### src/rtl/keypad_pkg.sv
// Shared types and constants for the keypad scanner.
package keypad_pkg;

  typedef enum logic [1:0] {
    ST_SCAN,
    ST_DEBOUNCE,
    ST_HELD,
    ST_RELEASE
  } state_e;

  localparam logic [3:0] COL_0 = 4'b1110;
  localparam logic [3:0] COL_1 = 4'b1101;
  localparam logic [3:0] COL_2 = 4'b1011;
  localparam logic [3:0] COL_3 = 4'b0111;

  localparam int unsigned DEBOUNCE_TICKS_DEFAULT = 20;

  // Active-low column drive for a column index.
  function automatic logic [3:0] col_drive(input logic [1:0] idx);
    case (idx)
      2'd0:    col_drive = COL_0;
      2'd1:    col_drive = COL_1;
      2'd2:    col_drive = COL_2;
      default: col_drive = COL_3;
    endcase
  endfunction

  // Index of the lowest-numbered row pulled low.
  function automatic logic [1:0] lowest_low_row(input logic [3:0] rows);
    casez (rows)
      4'b???0: lowest_low_row = 2'd0;
      4'b??01: lowest_low_row = 2'd1;
      4'b?011: lowest_low_row = 2'd2;
      4'b0111: lowest_low_row = 2'd3;
      default: lowest_low_row = 2'd0;
    endcase
  endfunction

endpackage

### src/rtl/keypad_scanner_if.sv
// Keypad scan tick, row/column lines and key report signals.
interface keypad_scanner_if;
  logic       clk_enable;
  logic [3:0] rows;
  logic [3:0] cols;
  logic [3:0] key_code;
  logic       key_valid;
  logic       key_held;

  modport master (
    output clk_enable, rows,
    input  cols, key_code, key_valid, key_held
  );

  modport slave (
    input  clk_enable, rows,
    output cols, key_code, key_valid, key_held
  );
endinterface

### src/rtl/sync_2ff.sv
// Two-flop synchronizer; resets to all ones (idle pulled-up lines).
module sync_2ff #(
  parameter int unsigned WIDTH = 4
) (
  input  logic             clk,
  input  logic             rst,
  input  logic [WIDTH-1:0] d_i,
  output logic [WIDTH-1:0] q_o
);

  logic [WIDTH-1:0] meta_q;
  logic [WIDTH-1:0] sync_q;

  // Two-stage capture of the asynchronous input.
  always_ff @(posedge clk or posedge rst) begin
    if (rst) begin
      meta_q <= '1;
      sync_q <= '1;
    end else begin
      meta_q <= d_i;
      sync_q <= meta_q;
    end
  end

  assign q_o = sync_q;

endmodule

### src/rtl/keypad_scanner.sv
// 4x4 keypad column scanner with press/release debouncing.
module keypad_scanner
  import keypad_pkg::*;
#(
  parameter int unsigned DEBOUNCE_TICKS = DEBOUNCE_TICKS_DEFAULT
) (
  input  logic              clk,
  input  logic              rst,
  keypad_scanner_if.slave   kp
);

  localparam int unsigned    CW       = $clog2(DEBOUNCE_TICKS) + 1;
  localparam logic [CW-1:0]  CNT_LAST = CW'(DEBOUNCE_TICKS - 1);

  logic [3:0]    rows_s;
  state_e        state_q, state_d;
  logic [1:0]    col_q, col_d;
  logic [1:0]    row_q, row_d;
  logic [CW-1:0] cnt_q, cnt_d;
  logic [3:0]    code_q, code_d;
  logic          valid_q, valid_d;
  logic          held_q, held_d;
  logic          row_low;

  sync_2ff #(.WIDTH(4)) u_sync (
    .clk (clk),
    .rst (rst),
    .d_i (kp.rows),
    .q_o (rows_s)
  );

  assign row_low = ~rows_s[row_q];

  // Scan/debounce state register and datapath registers.
  always_ff @(posedge clk or posedge rst) begin
    if (rst) begin
      state_q <= ST_SCAN;
      col_q   <= '0;
      row_q   <= '0;
      cnt_q   <= '0;
      code_q  <= '0;
      valid_q <= 1'b0;
      held_q  <= 1'b0;
    end else begin
      state_q <= state_d;
      col_q   <= col_d;
      row_q   <= row_d;
      cnt_q   <= cnt_d;
      code_q  <= code_d;
      valid_q <= valid_d;
      held_q  <= held_d;
    end
  end

  // Next-state logic; everything advances only on a scan tick.
  // The column index doubles as the latched column: it is simply not
  // advanced outside SCAN, which also freezes the column drive.
  always_comb begin
    state_d = state_q;
    col_d   = col_q;
    row_d   = row_q;
    cnt_d   = cnt_q;
    code_d  = code_q;
    valid_d = 1'b0;
    held_d  = held_q;
    if (kp.clk_enable) begin
      case (state_q)
        ST_SCAN: begin
          if (rows_s == 4'b1111) begin
            col_d = col_q + 2'd1;
          end else begin
            row_d   = lowest_low_row(rows_s);
            cnt_d   = '0;
            state_d = ST_DEBOUNCE;
          end
        end
        ST_DEBOUNCE: begin
          if (!row_low) begin
            state_d = ST_SCAN;
          end else if (cnt_q >= CNT_LAST) begin
            code_d  = {row_q, col_q};
            valid_d = 1'b1;
            held_d  = 1'b1;
            state_d = ST_HELD;
          end else begin
            cnt_d = cnt_q + CW'(1);
          end
        end
        ST_HELD: begin
          if (!row_low) begin
            cnt_d   = '0;
            state_d = ST_RELEASE;
          end
        end
        ST_RELEASE: begin
          if (row_low) begin
            cnt_d = '0;
          end else if (cnt_q >= CNT_LAST) begin
            held_d  = 1'b0;
            col_d   = col_q + 2'd1;
            state_d = ST_SCAN;
          end else begin
            cnt_d = cnt_q + CW'(1);
          end
        end
        default: begin
          state_d = ST_SCAN;
          col_d   = '0;
          cnt_d   = '0;
          held_d  = 1'b0;
        end
      endcase
    end
  end

  assign kp.cols      = col_drive(col_q);
  assign kp.key_code  = code_q;
  assign kp.key_valid = valid_q;
  assign kp.key_held  = held_q;

endmodule

### src/flat_wrapper.sv
// flat-port wrapper written by rule: the top's interface ports become plain ports
module keypad_scanner_flat import keypad_pkg::*;
#(
  parameter int unsigned DEBOUNCE_TICKS = DEBOUNCE_TICKS_DEFAULT
)
  (clk, rst, kp_clk_enable, kp_rows, kp_cols, kp_key_code, kp_key_valid, kp_key_held);
  keypad_scanner_if kp_i ();
  input  logic clk;
  input  logic rst;
  input wire logic [$bits(kp_i.clk_enable)-1:0] kp_clk_enable;
  input wire logic [$bits(kp_i.rows)-1:0] kp_rows;
  output wire logic [$bits(kp_i.cols)-1:0] kp_cols;
  output wire logic [$bits(kp_i.key_code)-1:0] kp_key_code;
  output wire logic [$bits(kp_i.key_valid)-1:0] kp_key_valid;
  output wire logic [$bits(kp_i.key_held)-1:0] kp_key_held;
  assign kp_i.clk_enable = kp_clk_enable;
  assign kp_i.rows = kp_rows;
  assign kp_cols = kp_i.cols;
  assign kp_key_code = kp_i.key_code;
  assign kp_key_valid = kp_i.key_valid;
  assign kp_key_held = kp_i.key_held;
  keypad_scanner #(.DEBOUNCE_TICKS(DEBOUNCE_TICKS)) u_core (.clk(clk), .rst(rst), .kp(kp_i));
endmodule
### config.mk
export PLATFORM = sky130hd
export DESIGN_NAME = keypad_scanner_flat
export DESIGN_NICKNAME = d
export VERILOG_FILES = /design/src/rtl/keypad_pkg.sv /design/src/rtl/keypad_scanner_if.sv /design/src/rtl/sync_2ff.sv /design/src/rtl/keypad_scanner.sv /design/src/flat_wrapper.sv
export SDC_FILE = /design/constraint.sdc
export NUM_CORES = 1
export LEC_CHECK = 0
export BUFFER_PORTS_ARGS = -buffer_cell sky130_fd_sc_hd__buf_2
export CORE_ASPECT_RATIO = 1.5
export CORE_MARGIN = 1
export CORE_UTILIZATION = 45
export DETAILED_ROUTE_END_ITERATION = 8
export PLACE_DENSITY = 0.66
export SLEW_MARGIN = 15
export SYNTH_ARGS = -nofsm -noshare
export SYNTH_HDL_FRONTEND = slang
export SYNTH_SLANG_ARGS = --single-unit
export TNS_END_PERCENT = 100
### constraint.sdc
create_clock -name clk -period 2.7 [get_ports clk]
set_clock_uncertainty 0.2 [all_clocks]
set_input_delay 0.27 -clock clk [delete_from_list [all_inputs] [get_ports clk]]
set_output_delay 0.27 -clock clk [all_outputs]
set_load 0.03 [all_outputs]
==> impl.org <==
** Drt
- After detailed routing, the average wire length per cell comes to 13.01 um.
- The first TritonRoute pass finished after 4 iterations.
- In this run the remaining antenna-violating nets after routing total 0.
- Vias after detailed routing :: 859
- Met2 Wirelength :: 1206 um
- Total routed wirelength :: 2199 um
- After detailed routing, the number of remaining DRC violations is 0.
- In the detailed route, the total length drawn on met3 is 55 um.
- Iteration-0 DRC Markers :: 18
- Top routing layer used :: met4
- DR vias/cell :: 5.083
- Length of routed wiring on met1 :: 892 um

** Power
- In this run, the clock network consumes 25.0% of the power.
- Gate power share :: 32.7%
- Across the VDD grid, the largest voltage drop is 0.4685 mV.
- Total power density per cell area :: 865.7 nW/um^2
- The internal portion of the total power is 832.6 uW.
- Sequential cells burn 42.3% of the power.
- In this run the power spent charging and discharging nets is 444.4 uW.
- Sw Share :: 34.80%
- The analysis attributes to cell leakage a power of 0.6839 nW.

** Setup path
- In this run the number of cells on the critical path is 5.
- Crit start category :: register
- Required time at the worst-slack endpoint :: 2.70 ns
- On the critical path, the stage with the largest delay is an instance of sky130_fd_sc_hd__mux4_2.
- Broken down by cell family, the worst path's largest delay share belongs to multiplexers.
- STA classifies the critical path endpoint as a register.
- Critical path class :: reg2reg
- Worst path bufs/invs :: 0
- Length in cells of the worst reg-to-reg path :: 5
- Slowest cell delay on critical path :: 0.63 ns
- The critical path goes through mux4_2 > mux2i_1 > or2_0 > or4_1 > o21ai_0.
- R2R Path Start :: u_core.row_q[0]
- Arrival time of the worst setup path :: 2.22 ns
- Reg-to-reg slack, setup :: 0.48 ns
- Worst R2R End :: u_core.cnt_q[3]
- Worst-path maximum fanout :: 6

** Synthesis
- Predominant post-synthesis flop cell :: sky130_fd_sc_hd__dfrtp_1
- Yosys reg bits :: 26
- Post-synth top area share :: 35.79%
- Post-Synthesis Cell Area :: 1259 um^2
- Synthesis Warnings :: 0
- Top cells by area, synth :: sky130_fd_sc_hd__dfrtp_1 (36%), sky130_fd_sc_hd__dfstp_2 (17%), sky130_fd_sc_hd__ha_1 (5.0%)
- Post-synth cell types :: 40
- Sequential fraction of the synthesis area :: 52.49%
- Synth Instances :: 110
- Net count after synthesis :: 122
- EDFF count, synth :: 0
- Share of async-settable or async-resettable flops after synthesis :: 100.0%
- Of all cell types, the one taking the most synthesized area is sky130_fd_sc_hd__dfrtp_1.
- Dividing the synthesized area by the synthesized cell count gives 11.44 um^2.

** Final layout
- Fraction of final layout cells with drive strength greater than 1 :: 31.82%
- Final std cell area, no fill :: 1475 um^2
- Compared with the post-synthesis result, the final layout area differs by 17.20%.
- Cells fill 55.12% of the core in the end.
- In the final layout, the multi-input gates occupy 535.5 um^2.
- At the end of the flow, the number of nets in the layout was 145.
- The filler cells instantiated in the layout total 227.
- Diodes inserted :: 0
- Across the whole layout, storage elements account for 660.6 um^2.

** Die
- The floorplan step defined a die boundary enclosing 3017 um^2.
- Core Box Area :: 2676 um^2
- Horizontal extent of the die :: 45.18 um
- The initial utilization of the core area, before any placement, comes to 47.03%.
- Cell row count :: 23
- From bottom edge to top edge, the die measures 66.78 um.
- I/O pin count :: 17

** Global routing
- Global routing used 17.36% of the available tracks.
- Number of antenna violations at the first check in global routing :: 0
- The via count of the first global-routing pass is 925.
- The first global-routing pass estimated 3795 um of wire.
- Maximum number of pins on one net before global-route repair :: 27
- Total congestion overflow after global routing :: 0

** Timing
- The worst path needs 2.222 ns of the cycle, external delays included.
- Setup slack closes at 0.4780 ns.
- Max_slew headroom :: 37.59%
- Fmax achieved :: 450.0 MHz
- The number of hold violations in the final report was 13.
- Final max-slew violation count :: 0
- Accumulated negative setup slack :: 0 ns
- For the pin with the worst max-slew slack, the measured transition is 0.9352 ns.
- The final critical path takes up 82.30% of the cycle.
- Setup violations remaining at the end of the flow were counted as 0.
- RSZ-0062 raised after global routing :: false
- Final worst hold slack :: -0.002523 ns

** Flow run
- Max-cap violation count :: 0

** Clock network
- Clock latency reported for the late side of the worst-skew pair :: 0.27 ns
- Clock transition at path regs :: 0.09 ns
- The number of gates resized after CTS was 0.
- TritonCTS built the clock tree.
- After clock tree synthesis, the flow added hold-fix buffers numbering 4.
- Clk Tree Root Cell :: sky130_fd_sc_hd__clkbuf_8
- Maximum root-to-sink buffer count :: 2
- Sinks on the clock net :: 26
- Total CTS buffers :: 3
- In this run the number of H-tree levels came out at 1.
- # Post-CTS Setup Buffers :: 0

** Status
- The run finished, with violations left.
- Violations in the final reports :: hold timing

** Placement
- Placed cell areas :: 1364 um^2
- Once detailed placement completed, the half-perimeter wirelength came to 1602 um.
- Port buffering added 16 buffers.
- Place WS :: 0.5169 ns
- Routability congestion estimate from global placement :: 0.7480

** Hold path
- The min-delay analysis places its worst path in the category in2async.
## worst max-delay path by stage
stage,startpoint,to,slack [ns]
floorplan,u_core.row_q[0],u_core.cnt_q[3],0.63
global placement,u_core.row_q[0],u_core.cnt_q[3],0.52
detailed placement,u_core.row_q[0],u_core.cnt_q[3],0.52
CTS,u_core.row_q[0],u_core.cnt_q[3],0.49
global route,u_core.row_q[0],u_core.cnt_q[3],0.38
finish,u_core.row_q[0],u_core.cnt_q[3],0.48
## cell usage after synthesis (all sizes together) (5+ instances only)
library cell and n:
dfstp 8, dfrtp 18, inv 11, ha 5
nand2 10, mux2 6, o21ai 7, nor2 5
a21oi 7
## metal layers
metal	up-vias	track usage, %
met4	0	6.818
met2	19	32.43
met3	6	2.981
met5	-	0
li1	426	-
met1	408	18.34
## flip-flops by register name, indices dropped and copies added, names as in the netlist, 2 cells and up, named ones only
signal and flops:
u_core.cnt_q 6, u_core.kp.key_code 4, u_core.row_q 2, u_core.col_q 2, u_core.u_sync.meta_q 4, u_core.u_sync.q_o 4
## power by group through the flow
stage	Combinational (mW)	Sequential, mW	Clock (mW)
after floorplan	0.354	0.513	0
after global placement	0.403	0.544	0
after detailed placement	0.412	0.548	0
after CTS	0.420	0.539	0.327
after global routing	0.465	0.554	0.346
final	0.417	0.540	0.320
## through the flow
step | power [mW] | std cells
after floorplan | 0.8674 | 110
after global placement | 0.9470 | 161
after detailed placement | 0.9599 | 161
after CTS | 1.286 | 169
after global routing | 1.366 | 169
final | 1.277 | 169
## cells in the final DEF (no fill, tap or decap), types with 2 or more instances in the layout
cell / count
sky130_fd_sc_hd__dfrtp_1: 18
sky130_fd_sc_hd__buf_2: 16
sky130_fd_sc_hd__inv_1: 11
sky130_fd_sc_hd__nand2_1: 10
sky130_fd_sc_hd__dfstp_2: 8
sky130_fd_sc_hd__o21ai_0: 7
sky130_fd_sc_hd__a21oi_1: 6
sky130_fd_sc_hd__mux2_2: 5
sky130_fd_sc_hd__nor2_1: 5
sky130_fd_sc_hd__ha_1: 5
sky130_fd_sc_hd__dlygate4sd3_1: 4
sky130_fd_sc_hd__clkbuf_8: 3
sky130_fd_sc_hd__or3_1: 2
sky130_fd_sc_hd__nand4_1: 2
sky130_fd_sc_hd__nor3_1: 2
sky130_fd_sc_hd__xnor2_1: 2
## worst register-to-register path: cells and delay by family (launching register included)
family | cells | cell delay, ns
compound gates | 1 | 0.08
flops | 1 | 0.41
mux | 2 | 0.81
simple gates | 2 | 0.64
## layout make-up
type                            count  area share [%]
Sequential cell                    26           44.78
Multi-Input combinational cell     71           36.30
Timing Repair Buffer               20           8.143
Tap cell                           37           3.138
Clock buffer                        3           2.799
Inverter                           11           2.799
Clock inverter                      1           2.036
## logic make-up (layout without fill, tap and decap cells)
group / after synthesis / in the layout / synth area share, %
flops: 26 / 26 / 52.48
compound gates: 22 / 22 / 11.53
fa+ha+maj: 6 / 6 / 5.865
buf+inv: 13 / 35 / 4.970
mux: 8 / 8 / 8.250
simple gates: 33 / 33 / 15.51
xor+xnor: 2 / 2 / 1.392
(Power assumes the default switching activity.)
